--- src/rtl/seq_restoring_div16_8_if.sv ---
// Operand/result handshake bundle for the sequential restoring divider.
// master drives operands and out_ready; slave is the divider.
interface seq_restoring_div16_8_if #(
  parameter int DIVIDEND_W = 16,
  parameter int DIVISOR_W  = 8
);
  logic                  in_valid;
  logic                  in_ready;
  logic [DIVIDEND_W-1:0] dividend;
  logic [DIVISOR_W-1:0]  divisor;
  logic                  out_valid;
  logic                  out_ready;
  logic [DIVIDEND_W-1:0] quotient;
  logic [DIVISOR_W-1:0]  remainder;
  logic                  div_by_zero;

  modport master (
    output in_valid, dividend, divisor, out_ready,
    input  in_ready, out_valid, quotient, remainder, div_by_zero
  );

  modport slave (
    input  in_valid, dividend, divisor, out_ready,
    output in_ready, out_valid, quotient, remainder, div_by_zero
  );
endinterface

--- src/rtl/seq_restoring_div16_8.sv ---
// Unsigned restoring divider, one quotient bit per cycle: result DIVIDEND_W+1 cycles after accept (1 for /0).
// Single op in flight: in_ready only in IDLE, result held in DONE until out_ready.
module seq_restoring_div16_8 #(
  parameter int DIVIDEND_W = 16,
  parameter int DIVISOR_W  = 8
) (
  input logic                    clk,
  input logic                    rst_n,
  seq_restoring_div16_8_if.slave dif
);
  localparam int CNT_W  = $clog2(DIVIDEND_W + 1);
  // One extra bit so the shifted-in dividend bit can never overflow the partial remainder.
  localparam int PART_W = DIVISOR_W + 1;

  typedef enum logic [1:0] {
    IDLE = 2'd0,
    BUSY = 2'd1,
    DONE = 2'd2
  } state_t;

  state_t                state_q, state_d;
  logic                  in_ready_q, in_ready_d;
  logic                  out_valid_q, out_valid_d;
  logic [DIVIDEND_W-1:0] quo_sh_q, quo_sh_d;
  logic [DIVIDEND_W-1:0] quotient_q, quotient_d;
  logic [PART_W-1:0]     part_q, part_d;
  logic [DIVISOR_W-1:0]  dvs_q, dvs_d;
  logic [DIVISOR_W-1:0]  rem_q, rem_d;
  logic                  dbz_q, dbz_d;
  logic [CNT_W-1:0]      cnt_q, cnt_d;

  logic                  accept;
  logic                  last_step;
  logic [PART_W:0]       shifted;
  logic [PART_W+1:0]     trial;
  logic                  step_bit;
  logic [PART_W-1:0]     part_step;
  logic [DIVIDEND_W-1:0] quo_step;

  assign accept    = dif.in_valid & in_ready_q;
  assign last_step = (cnt_q == CNT_W'(DIVIDEND_W - 1));

  // Restoring step: bring down the next dividend bit, keep the difference only if it did not borrow.
  assign shifted   = {part_q, quo_sh_q[DIVIDEND_W-1]};
  assign trial     = {1'b0, shifted} - {{(PART_W + 2 - DIVISOR_W){1'b0}}, dvs_q};
  assign step_bit  = ~trial[PART_W+1];
  assign part_step = step_bit ? PART_W'(trial) : PART_W'(shifted);
  assign quo_step  = {quo_sh_q[DIVIDEND_W-2:0], step_bit};

  always_comb begin
    state_d    = state_q;
    quo_sh_d   = quo_sh_q;
    quotient_d = quotient_q;
    part_d     = part_q;
    dvs_d      = dvs_q;
    rem_d      = rem_q;
    dbz_d      = dbz_q;
    cnt_d      = cnt_q;

    case (state_q)
      IDLE: begin
        if (accept) begin
          dbz_d = 1'b0;
          if (dif.divisor == '0) begin
            quotient_d = '1;
            rem_d      = '0;
            dbz_d      = 1'b1;
            state_d    = DONE;
          end else begin
            quo_sh_d = dif.dividend;
            dvs_d    = dif.divisor;
            part_d   = '0;
            cnt_d    = '0;
            state_d  = BUSY;
          end
        end
      end
      BUSY: begin
        quo_sh_d = quo_step;
        part_d   = part_step;
        cnt_d    = cnt_q + 1'b1;
        if (last_step) begin
          quotient_d = quo_step;
          rem_d      = DIVISOR_W'(part_step);
          state_d    = DONE;
        end
      end
      DONE: begin
        if (dif.out_ready) begin
          state_d = IDLE;
        end
      end
      default: begin
        state_d = IDLE;
      end
    endcase

    // Handshake flags are registered from the next state so in_ready stays low in the cycle reset is released.
    in_ready_d  = (state_d == IDLE);
    out_valid_d = (state_d == DONE);
  end

  always_ff @(posedge clk) begin
    if (!rst_n) begin
      state_q     <= IDLE;
      in_ready_q  <= 1'b0;
      out_valid_q <= 1'b0;
      quo_sh_q    <= '0;
      quotient_q  <= '0;
      part_q      <= '0;
      dvs_q       <= '0;
      rem_q       <= '0;
      dbz_q       <= 1'b0;
      cnt_q       <= '0;
    end else begin
      state_q     <= state_d;
      in_ready_q  <= in_ready_d;
      out_valid_q <= out_valid_d;
      quo_sh_q    <= quo_sh_d;
      quotient_q  <= quotient_d;
      part_q      <= part_d;
      dvs_q       <= dvs_d;
      rem_q       <= rem_d;
      dbz_q       <= dbz_d;
      cnt_q       <= cnt_d;
    end
  end

  assign dif.in_ready    = in_ready_q;
  assign dif.out_valid   = out_valid_q;
  assign dif.quotient    = quotient_q;
  assign dif.remainder   = rem_q;
  assign dif.div_by_zero = dbz_q;
endmodule

--- src/flat_wrapper.sv ---
// flat-port wrapper written by rule: the top's interface ports become plain ports
module seq_restoring_div16_8_flat 
#(
  parameter int DIVIDEND_W = 16,
  parameter int DIVISOR_W  = 8
)
  (clk, rst_n, dif_in_valid, dif_dividend, dif_divisor, dif_out_ready, dif_in_ready, dif_out_valid, dif_quotient, dif_remainder, dif_div_by_zero);
  seq_restoring_div16_8_if #(.DIVIDEND_W(DIVIDEND_W), .DIVISOR_W(DIVISOR_W)) dif_i ();
  input logic clk;
  input logic rst_n;
  input wire logic [$bits(dif_i.in_valid)-1:0] dif_in_valid;
  input wire logic [$bits(dif_i.dividend)-1:0] dif_dividend;
  input wire logic [$bits(dif_i.divisor)-1:0] dif_divisor;
  input wire logic [$bits(dif_i.out_ready)-1:0] dif_out_ready;
  output wire logic [$bits(dif_i.in_ready)-1:0] dif_in_ready;
  output wire logic [$bits(dif_i.out_valid)-1:0] dif_out_valid;
  output wire logic [$bits(dif_i.quotient)-1:0] dif_quotient;
  output wire logic [$bits(dif_i.remainder)-1:0] dif_remainder;
  output wire logic [$bits(dif_i.div_by_zero)-1:0] dif_div_by_zero;
  assign dif_i.in_valid = dif_in_valid;
  assign dif_i.dividend = dif_dividend;
  assign dif_i.divisor = dif_divisor;
  assign dif_i.out_ready = dif_out_ready;
  assign dif_in_ready = dif_i.in_ready;
  assign dif_out_valid = dif_i.out_valid;
  assign dif_quotient = dif_i.quotient;
  assign dif_remainder = dif_i.remainder;
  assign dif_div_by_zero = dif_i.div_by_zero;
  seq_restoring_div16_8 #(.DIVIDEND_W(DIVIDEND_W), .DIVISOR_W(DIVISOR_W)) u_core (.clk(clk), .rst_n(rst_n), .dif(dif_i));
endmodule
--- config.mk ---
export PLATFORM = sky130hd
export DESIGN_NAME = seq_restoring_div16_8_flat
export DESIGN_NICKNAME = d
export VERILOG_FILES = /design/src/rtl/seq_restoring_div16_8_if.sv /design/src/rtl/seq_restoring_div16_8.sv /design/src/flat_wrapper.sv
export SDC_FILE = /design/constraint.sdc
export NUM_CORES = 1
export LEC_CHECK = 0
export CAP_MARGIN = 20
export CORE_ASPECT_RATIO = 1.75
export CORE_MARGIN = 2
export CORE_UTILIZATION = 41
export DETAILED_ROUTE_END_ITERATION = 16
export SLEW_MARGIN = 15
export SYNTH_ARGS = -nofsm -noshare
export SYNTH_HDL_FRONTEND = slang
export SYNTH_SLANG_ARGS = --single-unit
--- constraint.sdc ---
create_clock -name clk -period 3.85 [get_ports clk]
set_input_delay 0.5775 -clock clk [delete_from_list [all_inputs] [get_ports clk]]
set_output_delay 0.5775 -clock clk [all_outputs]
set_load 0.02 [all_outputs]
==> impl.org, run 1 <==
** CTS
- The clock passes through at most 2 buffers.
- In this run the clock root is driven by a sky130_fd_sc_hd__clkbuf_16.
- Buffers inserted to repair hold after CTS numbered 0.
- Post-cts resize count :: 0
- Later-pin clock latency in the skew report :: around 0.33 ns
- CTS buffer count :: 9
- TritonCTS built the clock tree.
- Post CTS Setup Buffer Count :: 0
- After clock tree synthesis, the clock-pin slew on the worst setup and hold paths is about 0.060 ns.
- Level count of the clock H-tree :: 3
- TritonCTS sink count :: 67

** Yosys
- In this run the biggest area consumer among cell types represents about two fifths of the synthesized area.
- The synthesized netlist devotes around 4.5% of its cell area to adder and majority cells.
- The synthesized netlist devotes between 20% and 30% of its cell area to simple gates.
- Cell accounting for the most synthesized area :: sky130_fd_sc_hd__dfxtp_1
- The number of nets in the synthesized netlist is 431.
- Leading post-synthesis cells by cell area :: sky130_fd_sc_hd__dfxtp_1 42%, sky130_fd_sc_hd__nand2_1 8.1%, sky130_fd_sc_hd__nor2_1 5.7%, sky130_fd_sc_hd__nor3_1 5.3%, sky130_fd_sc_hd__a311oi_1 4.3%
- Multiplexer share of the synthesized area :: 1.86%
- Synthesis inferred 67 register bits.
- After synthesis, the largest family of logic cells by area is simple AND/OR/NAND/NOR gates.
- Summing the areas of all compound-gate instances in the mapped netlist gives approximately 20% of the synthesized area.
- Yosys printed 0 warnings.
- Post-synthesis share of cell area spent on xor and xnor gates :: less than 1%
- Avg Synthesized Cell Area :: slightly above 8 um^2
- Yosys mapped the design onto 53 distinct sky130hd cell types.
- Most frequent cell after synthesis :: sky130_fd_sc_hd__nand2_1
- The synthesized netlist occupies a cell area of 0.00323 mm^2.
- Of all flip-flops after synthesis, the portion carrying an async set or reset was 0%.
- Post-synth top flop :: sky130_fd_sc_hd__dfxtp_1
- In this run, synthesis inferred 0 flip-flops with an integrated enable.
- Top cell types by occurrence after synthesis :: 70 x sky130_fd_sc_hd__nand2_1, 67 x sky130_fd_sc_hd__dfxtp_1, 49 x sky130_fd_sc_hd__nor2_1, 34 x sky130_fd_sc_hd__nor3_1, 19 x sky130_fd_sc_hd__a21oi_1
- Count of mapped cells out of synthesis :: between 300 and 400
- Summing the sequential cell areas from Yosys gives 41.5% of the chip area.

** Final layout
- Layout net count :: ~480
- Share of cells above drive strength 1 :: 9.28%
- Area growth from synthesis to layout :: 25.8%
- Number of diodes :: 0
- Total of fill cells in the finished design :: about 740
- Measured on the finished design, the core utilization comes to between 50 and 60%.

** STA
- Post-route clock skew :: ~0.0074 ns
- The number of endpoints with negative hold slack in the final report is 0.
- Maximum achievable frequency :: roughly 400 MHz
- Final worst path period need :: 2.50 ns
- Slew of the pin with the lowest slew margin :: approximately 0.99 ns
- Worst slew margin :: 34.1%
- The final max-slew violation count came to 0.
- Setup repair after global routing left no endpoint under its margin.
- In the finished design, the share of the clock period the worst path needs comes to roughly two thirds.
- In the post-route analysis, the smallest setup slack over all paths is between 1 and 1.5 ns.
- For the final routed database, the setup TNS stands at 0 ns.
- Setup violations remaining at the end of the flow were counted as 0.

** Setup path
- Crit Reg-Reg Endpoint :: u_core.part_q[0]$_SDFFE_PN0P_
- Data on the critical path is required at its endpoint by 4.02 ns.
- Register-to-register path setup slack :: about 1.3 ns
- Worst setup path start :: u_core.dvs_q[0]$_SDFFE_PN0P_
- Kind of end point of the critical path :: flip-flop
- Of all nets on the critical path, the largest fanout is 7.
- STA classifies the critical path startpoint as a flip-flop.
- The critical path ends at u_core.part_q[0]$_SDFFE_PN0P_.
- Counting cells, the worst reg-to-reg path comes to 8.
- Kind of critical path :: reg -> reg
- Startpoint of the most critical register-to-register path :: u_core.dvs_q[0]$_SDFFE_PN0P_
- Data arrival time of the critical path :: approximately 2.7 ns

** Routing
- In the final routed layout, each cell accounts on average for between 15 and 20 um.
- The detailed router finished its first iteration with roughly 150 violations.
- Number of routed nets with antenna violations :: 0
- After detailed routing, the number of remaining DRC violations is 0.
- Total Wirelength :: between 8000 and 9000 um
- Vias after detailed routing :: 2895
- Pre-antenna DRT Iters :: 4
- Dividing the detail-routed via count by the number of cells gives 5.46.

** Worst hold path
- The min-delay analysis places its worst path in the category reg -> reg.

** Global routing
- Total overflow reported by the global router :: 0
- Wire length of the first global-routing pass :: roughly 13000 um
- Entering global routing, the biggest net connects between 50 and 60 pins.
- The number of antenna violations at the first check in global routing is 0.
- The number of global-route vias before repair was about 2.8k.
- For met3 alone, demand over resource in global routing was 3.90%.
- Met1 track demand over resource in global routing :: about 22%
- Met2 GRT Util :: between 30% and 40%
- Global routing used roughly a fifth of the available tracks.
- In this run the most used layer during global routing was met2.

** Floorplan
- For this configuration, the core starts out at a cell density of approximately 42%.
- Vertical extent of the die :: around 120 um
- During I/O placement, the number of pins put on the boundary was 55.
- Core region area :: ~0.0076 mm^2
- Number of placement rows :: 42
- From left edge to right edge, the die measures ~71 um.
- The floorplan step defined a die boundary enclosing between 0.008 and 0.009 mm^2.

** Placed design
- Estimated wirelength of the detail-placed design :: between 5000 and 6000 um
- Routability-driven placement finished with a final weighted congestion of ~0.86.
- Input and output buffers added on the ports amount to 54.
- At the placement stage, the worst setup path has a slack of 1.15 ns.

** Pwr
- For this design the ratio of total power to cell area is 435 mW/mm^2.
- Across the VDD grid, the largest voltage drop is around 230 uV.
- LEAKAGE :: 1.45 nW

** Run status
- The flow ran to the end, and the final reports show no timing, DRC or antenna violations.

** Run
- The tool flagged a number of max-cap violations equal to 0.
==> layout make-up <==
cell class	instances	area, um^2	area share [%]
inverters	13	48.8	1.20
clock buffers	12	246	6.07
clock inverters	3	15.0	0.369
well taps	88	110	2.71
flip-flops and latches	67	1340	33.0
repair buffers	60	586	14.4
multi-input cells	287	1720	42.2
==> worst min-delay path by stage <==
stage | end | start | cells after the start
after CTS | u_core.dvs_q[6]$_SDFFE_PN0P_ | u_core.dvs_q[6]$_SDFFE_PN0P_ | 2
after detailed placement | u_core.dvs_q[6]$_SDFFE_PN0P_ | u_core.dvs_q[6]$_SDFFE_PN0P_ | 2
after global placement | u_core.dvs_q[5]$_SDFFE_PN0P_ | u_core.dvs_q[5]$_SDFFE_PN0P_ | 2
final | u_core.cnt_q[3]$_SDFFE_PN0P_ | u_core.cnt_q[3]$_SDFFE_PN0P_ | 1
after global routing | u_core.dvs_q[4]$_SDFFE_PN0P_ | u_core.dvs_q[4]$_SDFFE_PN0P_ | 2
after floorplan | u_core.cnt_q[3]$_SDFFE_PN0P_ | u_core.cnt_q[3]$_SDFFE_PN0P_ | 1
==> logic make-up after synthesis <==
logic type,Yosys count
simple gates,183
compound gates,85
flops,67
buf+inv,38
fa+ha+maj,11
mux,5
xor+xnor,3
==> flip-flops by register name (all words and copies together), names as in the netlist, 2 cells and up <==
signal	flops
u_core.dif.quotient	16
u_core.quo_sh_q	16
u_core.part_q	9
u_core.dif.remainder	8
u_core.dvs_q	8
u_core.cnt_q	5
u_core.state_q	2
==> worst max-delay path, stage by stage, from the launching register on <==
cell and delay, ns:
sky130_fd_sc_hd__dfxtp_1 0.38, sky130_fd_sc_hd__ha_1 0.21, sky130_fd_sc_hd__inv_1 0.06, sky130_fd_sc_hd__fa_1 0.43, sky130_fd_sc_hd__a211oi_4 0.35, sky130_fd_sc_hd__o31ai_4 0.17, sky130_fd_sc_hd__a21oi_4 0.31, sky130_fd_sc_hd__mux2i_1 0.33
sky130_fd_sc_hd__a21oi_1 0.10
==> power breakdown <==
| part | total [W] | leakage, nW | internal [W] | switching [W] |
|---|---|---|---|---|
| logic | 0.000289 | 0.771 | 0.000121 | 0.000169 |
| clock network | 0.000730 | 0.132 | 0.000446 | 0.000284 |
| registers | 0.000749 | 0.544 | 0.000725 | 0.0000240 |
==> cells in the final DEF (no fill, tap or decap), types with 2 or more instances in the layout <==
master / n
sky130_fd_sc_hd__nand2_1: 70
sky130_fd_sc_hd__dfxtp_1: 67
sky130_fd_sc_hd__clkdlybuf4s50_1: 54
sky130_fd_sc_hd__nor2_1: 49
sky130_fd_sc_hd__nor3_1: 34
sky130_fd_sc_hd__a21oi_1: 19
sky130_fd_sc_hd__a311oi_1: 16
sky130_fd_sc_hd__inv_1: 12
sky130_fd_sc_hd__nand3_1: 12
sky130_fd_sc_hd__o21ai_0: 11
sky130_fd_sc_hd__ha_1: 10
sky130_fd_sc_hd__clkbuf_16: 9
sky130_fd_sc_hd__buf_4: 6
sky130_fd_sc_hd__nand2b_1: 5
sky130_fd_sc_hd__a211oi_1: 5
sky130_fd_sc_hd__a31oi_1: 4
sky130_fd_sc_hd__and2_1: 3
sky130_fd_sc_hd__a21oi_2: 3
sky130_fd_sc_hd__mux2i_1: 3
sky130_fd_sc_hd__a22oi_1: 3
sky130_fd_sc_hd__xor2_1: 3
sky130_fd_sc_hd__o21ai_2: 3
sky130_fd_sc_hd__clkinv_2: 3
sky130_fd_sc_hd__nor4_4: 2
sky130_fd_sc_hd__a21o_1: 2
sky130_fd_sc_hd__o21a_1: 2
sky130_fd_sc_hd__a32oi_1: 2
sky130_fd_sc_hd__mux2_4: 2
sky130_fd_sc_hd__o31a_1: 2
sky130_fd_sc_hd__clkbuf_1: 2
==> stage by stage <==
step	total power, W	cells	hold slack [ns]	instance area (um^2)
global placement	0.00105	515	0.445	3800
CTS	0.00178	530	0.455	4060
detailed placement	0.00105	515	0.447	3800
global route	0.00185	530	0.470	4060
floorplan	0.000970	392	0.424	3230
finish	0.00177	530	0.453	4060
==> routing by layer <==
layer | wire (um) | part of all wire [%]
met1 | 3410 | 42
met2 | 4180 | 52
met3 | 290 | 3.6
met4 | 183 | 2.3
met5 | 0 | 0
Note: power is estimated with default switching activity, not from simulation.
==> run 2: changes to the inputs <==
- clock period: 3.85 -> 2.4 ns (I/O delays scaled with it)
==> run 2 against run 1 <==
Effect of this change:
- first-iteration DRC count down 2.0%
- routed wire length increased by 4.2%
- combinational power is 73% higher
- non-clock buffer count grew 10
- clock power up 70%
- via count up 1.7%
- cell count up 1.9%
- largest cell class unchanged
- highest routed layer unchanged
==> impl.org, run 2 (synthesis results as in run 1) <==
** STA
- The normalized max-slew margin came to 69.2% (was 34.1%).
- The total of endpoints with negative setup slack in the final report was 0 (unchanged).
- The maximum operating frequency came to 440 MHz (was 400 MHz).
- Final total negative setup slack :: 0 ns (unchanged)
- The final period demand of the worst path is 2.27 ns (was 2.50 ns).
- RSZ-0062 raised after global routing :: no (unchanged)
- Share of the clock period used by the worst path after layout :: 94.7% (was 64.9%)
- The worst clock skew was 0.00288 ns (was 0.00737 ns).
- Final count of hold timing violations :: 0 (unchanged)
- Final number of max-transition violations :: 0 (unchanged)
- The transition time at the pin with the least slew margin came to 0.461 ns (was 0.986 ns).

** Routing
- Average wire per standard cell :: 15.6 um (was 15.2 um)
- The post-detailed-route DRC marker count is 0 (unchanged).
- Number of routed nets with antenna violations :: 0 (unchanged)
- Ratio of routed vias to standard cells :: 5.45 (was 5.46)
- The length of the first detailed-routing pass in iterations was 4 (unchanged).
- Vias after detailed routing :: 2944 (was 2895)
- The final wirelength came to 8410 um (was 8070 um).
- Initial detailed-routing violation count :: 150 (was 153)

** Final layout
- Cell area after layout :: 0.00420 mm^2 (was 0.00406 mm^2)
- Leading cell types in the layout, fill and taps excluded :: 70 x sky130_fd_sc_hd__nand2_1, 67 x sky130_fd_sc_hd__dfxtp_1, 54 x sky130_fd_sc_hd__clkdlybuf4s50_1 (unchanged)
- Total of fill cells in the finished design :: 743 (unchanged)
- The number of nets in the layout is 487 (was 477).
- Number of diodes :: 0 (unchanged)
- The commonest non-fill, non-tap cell in the layout is sky130_fd_sc_hd__nand2_1 (unchanged).
- The area of the multi-input gates was 0.00173 mm^2 (was 0.00172 mm^2).
- Share of cells above drive strength 1 :: 12.2% (was 9.28%)
- Sequential cell area :: 0.00134 mm^2 (unchanged)
- The layout overhead on the synthesized area was 29.9% (was 25.8%).

** CTS
- CTS max path bufs :: 2 (unchanged)
- TritonCTS clock tree :: built (unchanged)
- TritonCTS sink count :: 67 (unchanged)
- Level count of the clock H-tree :: 3 (unchanged)
- The number of buffers added by the clock tree synthesis step is 9 (unchanged).
- Clock tree root driver cell :: sky130_fd_sc_hd__clkbuf_16 (unchanged)
- Clock transition at the registers of the reported paths :: 0.05 ns (was 0.06 ns)
- The source-to-sink clock delay at the later pin of the worst-skew pair was 0.33 ns (about the same).

** Run
- The number of max-cap violations is 0 (unchanged).

** Global routing
- Largest net degree at the start of global routing :: 33 (was 56)
- Vias in the first global route :: 2973 (was 2756)
- The number of antenna violations at the first check in global routing is 0 (unchanged).
- The global-route wire length before repair is 14200 um (was 13200 um).
- The global router's overall resource usage came to 21.1% (was 19.6%).
- The remaining global-route overflow is 0 (unchanged).

** Setup path
- The required time of the critical path was 2.60 ns (was 4.02 ns).
- The kind of end point of the critical path is a flip-flop (unchanged).
- The critical path start-end classification is reg -> reg (unchanged).
- Critical path launch point type :: flip-flop (unchanged)
- The top fanout value on the critical path was 4 (was 7).
- Data arrival time of the critical path :: 2.47 ns (was 2.67 ns)

** Placed design
- The half-perimeter wire length after placement is 6030 um (was 5690 um).
- Placement-stage cell area :: 0.00389 mm^2 (was 0.00380 mm^2)
- The final weighted congestion in routability-driven placement is 1.01 (was 0.855).
- Port bufs :: 54 (unchanged)

** Floorplan
- The height of the die was 121 um (unchanged).
- I/O pin count :: 55 (unchanged)
- The initial core utilization is 42.4% (unchanged).
- The horizontal extent of the die came to 71.1 um (unchanged).
- The placeable core region came to 0.00762 mm^2 (unchanged).
- The row count is 42 (unchanged).
- The floorplan die area was 0.00863 mm^2 (unchanged).

** Worst hold path
- The type of the worst min-delay path is reg -> reg (unchanged).

** Run status
- Run status: finished clean (unchanged).

** Pwr
- Power per cell area :: 702 mW/mm^2 (was 435 mW/mm^2)
- Worst vdd ir :: 391 uV (was 228 uV)
- The leakage power total was 1.52 nW (was 1.45 nW).
- Pwr Total :: 0.00295 W (was 0.00177 W)
[run 2: layout make-up]
type                    instances  share of cell area (%)
repair buffers                 70                    16.3
clock inverters                 2                   0.239
well taps                      88                    2.62
flip-flops and latches         67                    32.0
inverters                      13                    1.16
clock buffers                  13                    6.44
multi-input cells             287                    41.2
[run 2: repair_timing]
action / CTS / global route
endpoints found under the setup margin: 0 / 18
buffers inserted: 0 / 1
hold buffers: 0 / 0
resized for setup: 0 / 3
[run 2: path summary, 6_finish.rpt]
| path | depth (start not counted) | slack, ns | startpoint | to |
|---|---|---|---|---|
| worst min register to register | 2 | 0.46 | u_core.dvs_q[3]$_SDFFE_PN0P_ | u_core.dvs_q[3]$_SDFFE_PN0P_ |
| worst max register to register | 7 | 0.13 | u_core.dvs_q[2]$_SDFFE_PN0P_ | u_core.dif.remainder[7]$_SDFFE_PN0P_ |
| worst min-delay path | 2 | 0.46 | u_core.dvs_q[3]$_SDFFE_PN0P_ | u_core.dvs_q[3]$_SDFFE_PN0P_ |
| worst max-delay path | 7 | 0.13 | u_core.dvs_q[2]$_SDFFE_PN0P_ | u_core.dif.remainder[7]$_SDFFE_PN0P_ |
[run 2: report_power, final]
| part | switching (W) | internal (W) |
|---|---|---|
| combinational | 0.000282 | 0.000219 |
| sequential | 0.0000390 | 0.00116 |
| clock | 0.000471 | 0.000774 |
[run 2: metal layers]
metal	vias up	share of wire, %	global-route usage, %	routed length (um)
met5	-	0	0	0
met1	1361	42	24.1	3520
met4	0	3.8	10.4	316
met2	71	50	36.3	4240
li1	1493	-	-	-
met3	19	3.9	4.90	330
[run 2: worst max-delay path, stage by stage (launching register included)]
cell and delay [ns]:
sky130_fd_sc_hd__dfxtp_1 0.33, sky130_fd_sc_hd__inv_1 0.08, sky130_fd_sc_hd__ha_1 0.41, sky130_fd_sc_hd__o21ai_0 0.14
sky130_fd_sc_hd__a211oi_1 0.42, sky130_fd_sc_hd__mux2i_1 0.16, sky130_fd_sc_hd__a2111oi_2 0.48, sky130_fd_sc_hd__o41ai_1 0.11
[run 2: per-stage QoR]
step / worst slack, ns / hold slack, ns / utilization (%) / std cells
6_report: 0.128 / 0.457 / 55.1 / 540
3_3_place_gp: 0.0922 / 0.444 / 51.1 / 524
2_1_floorplan: 0.225 / 0.424 / - / 392
4_1_cts: 0.00705 / 0.458 / 54.8 / 539
5_1_grt: 0.0210 / 0.488 / 55.1 / 540
3_5_place_dp: 0.0131 / 0.453 / 51.1 / 524
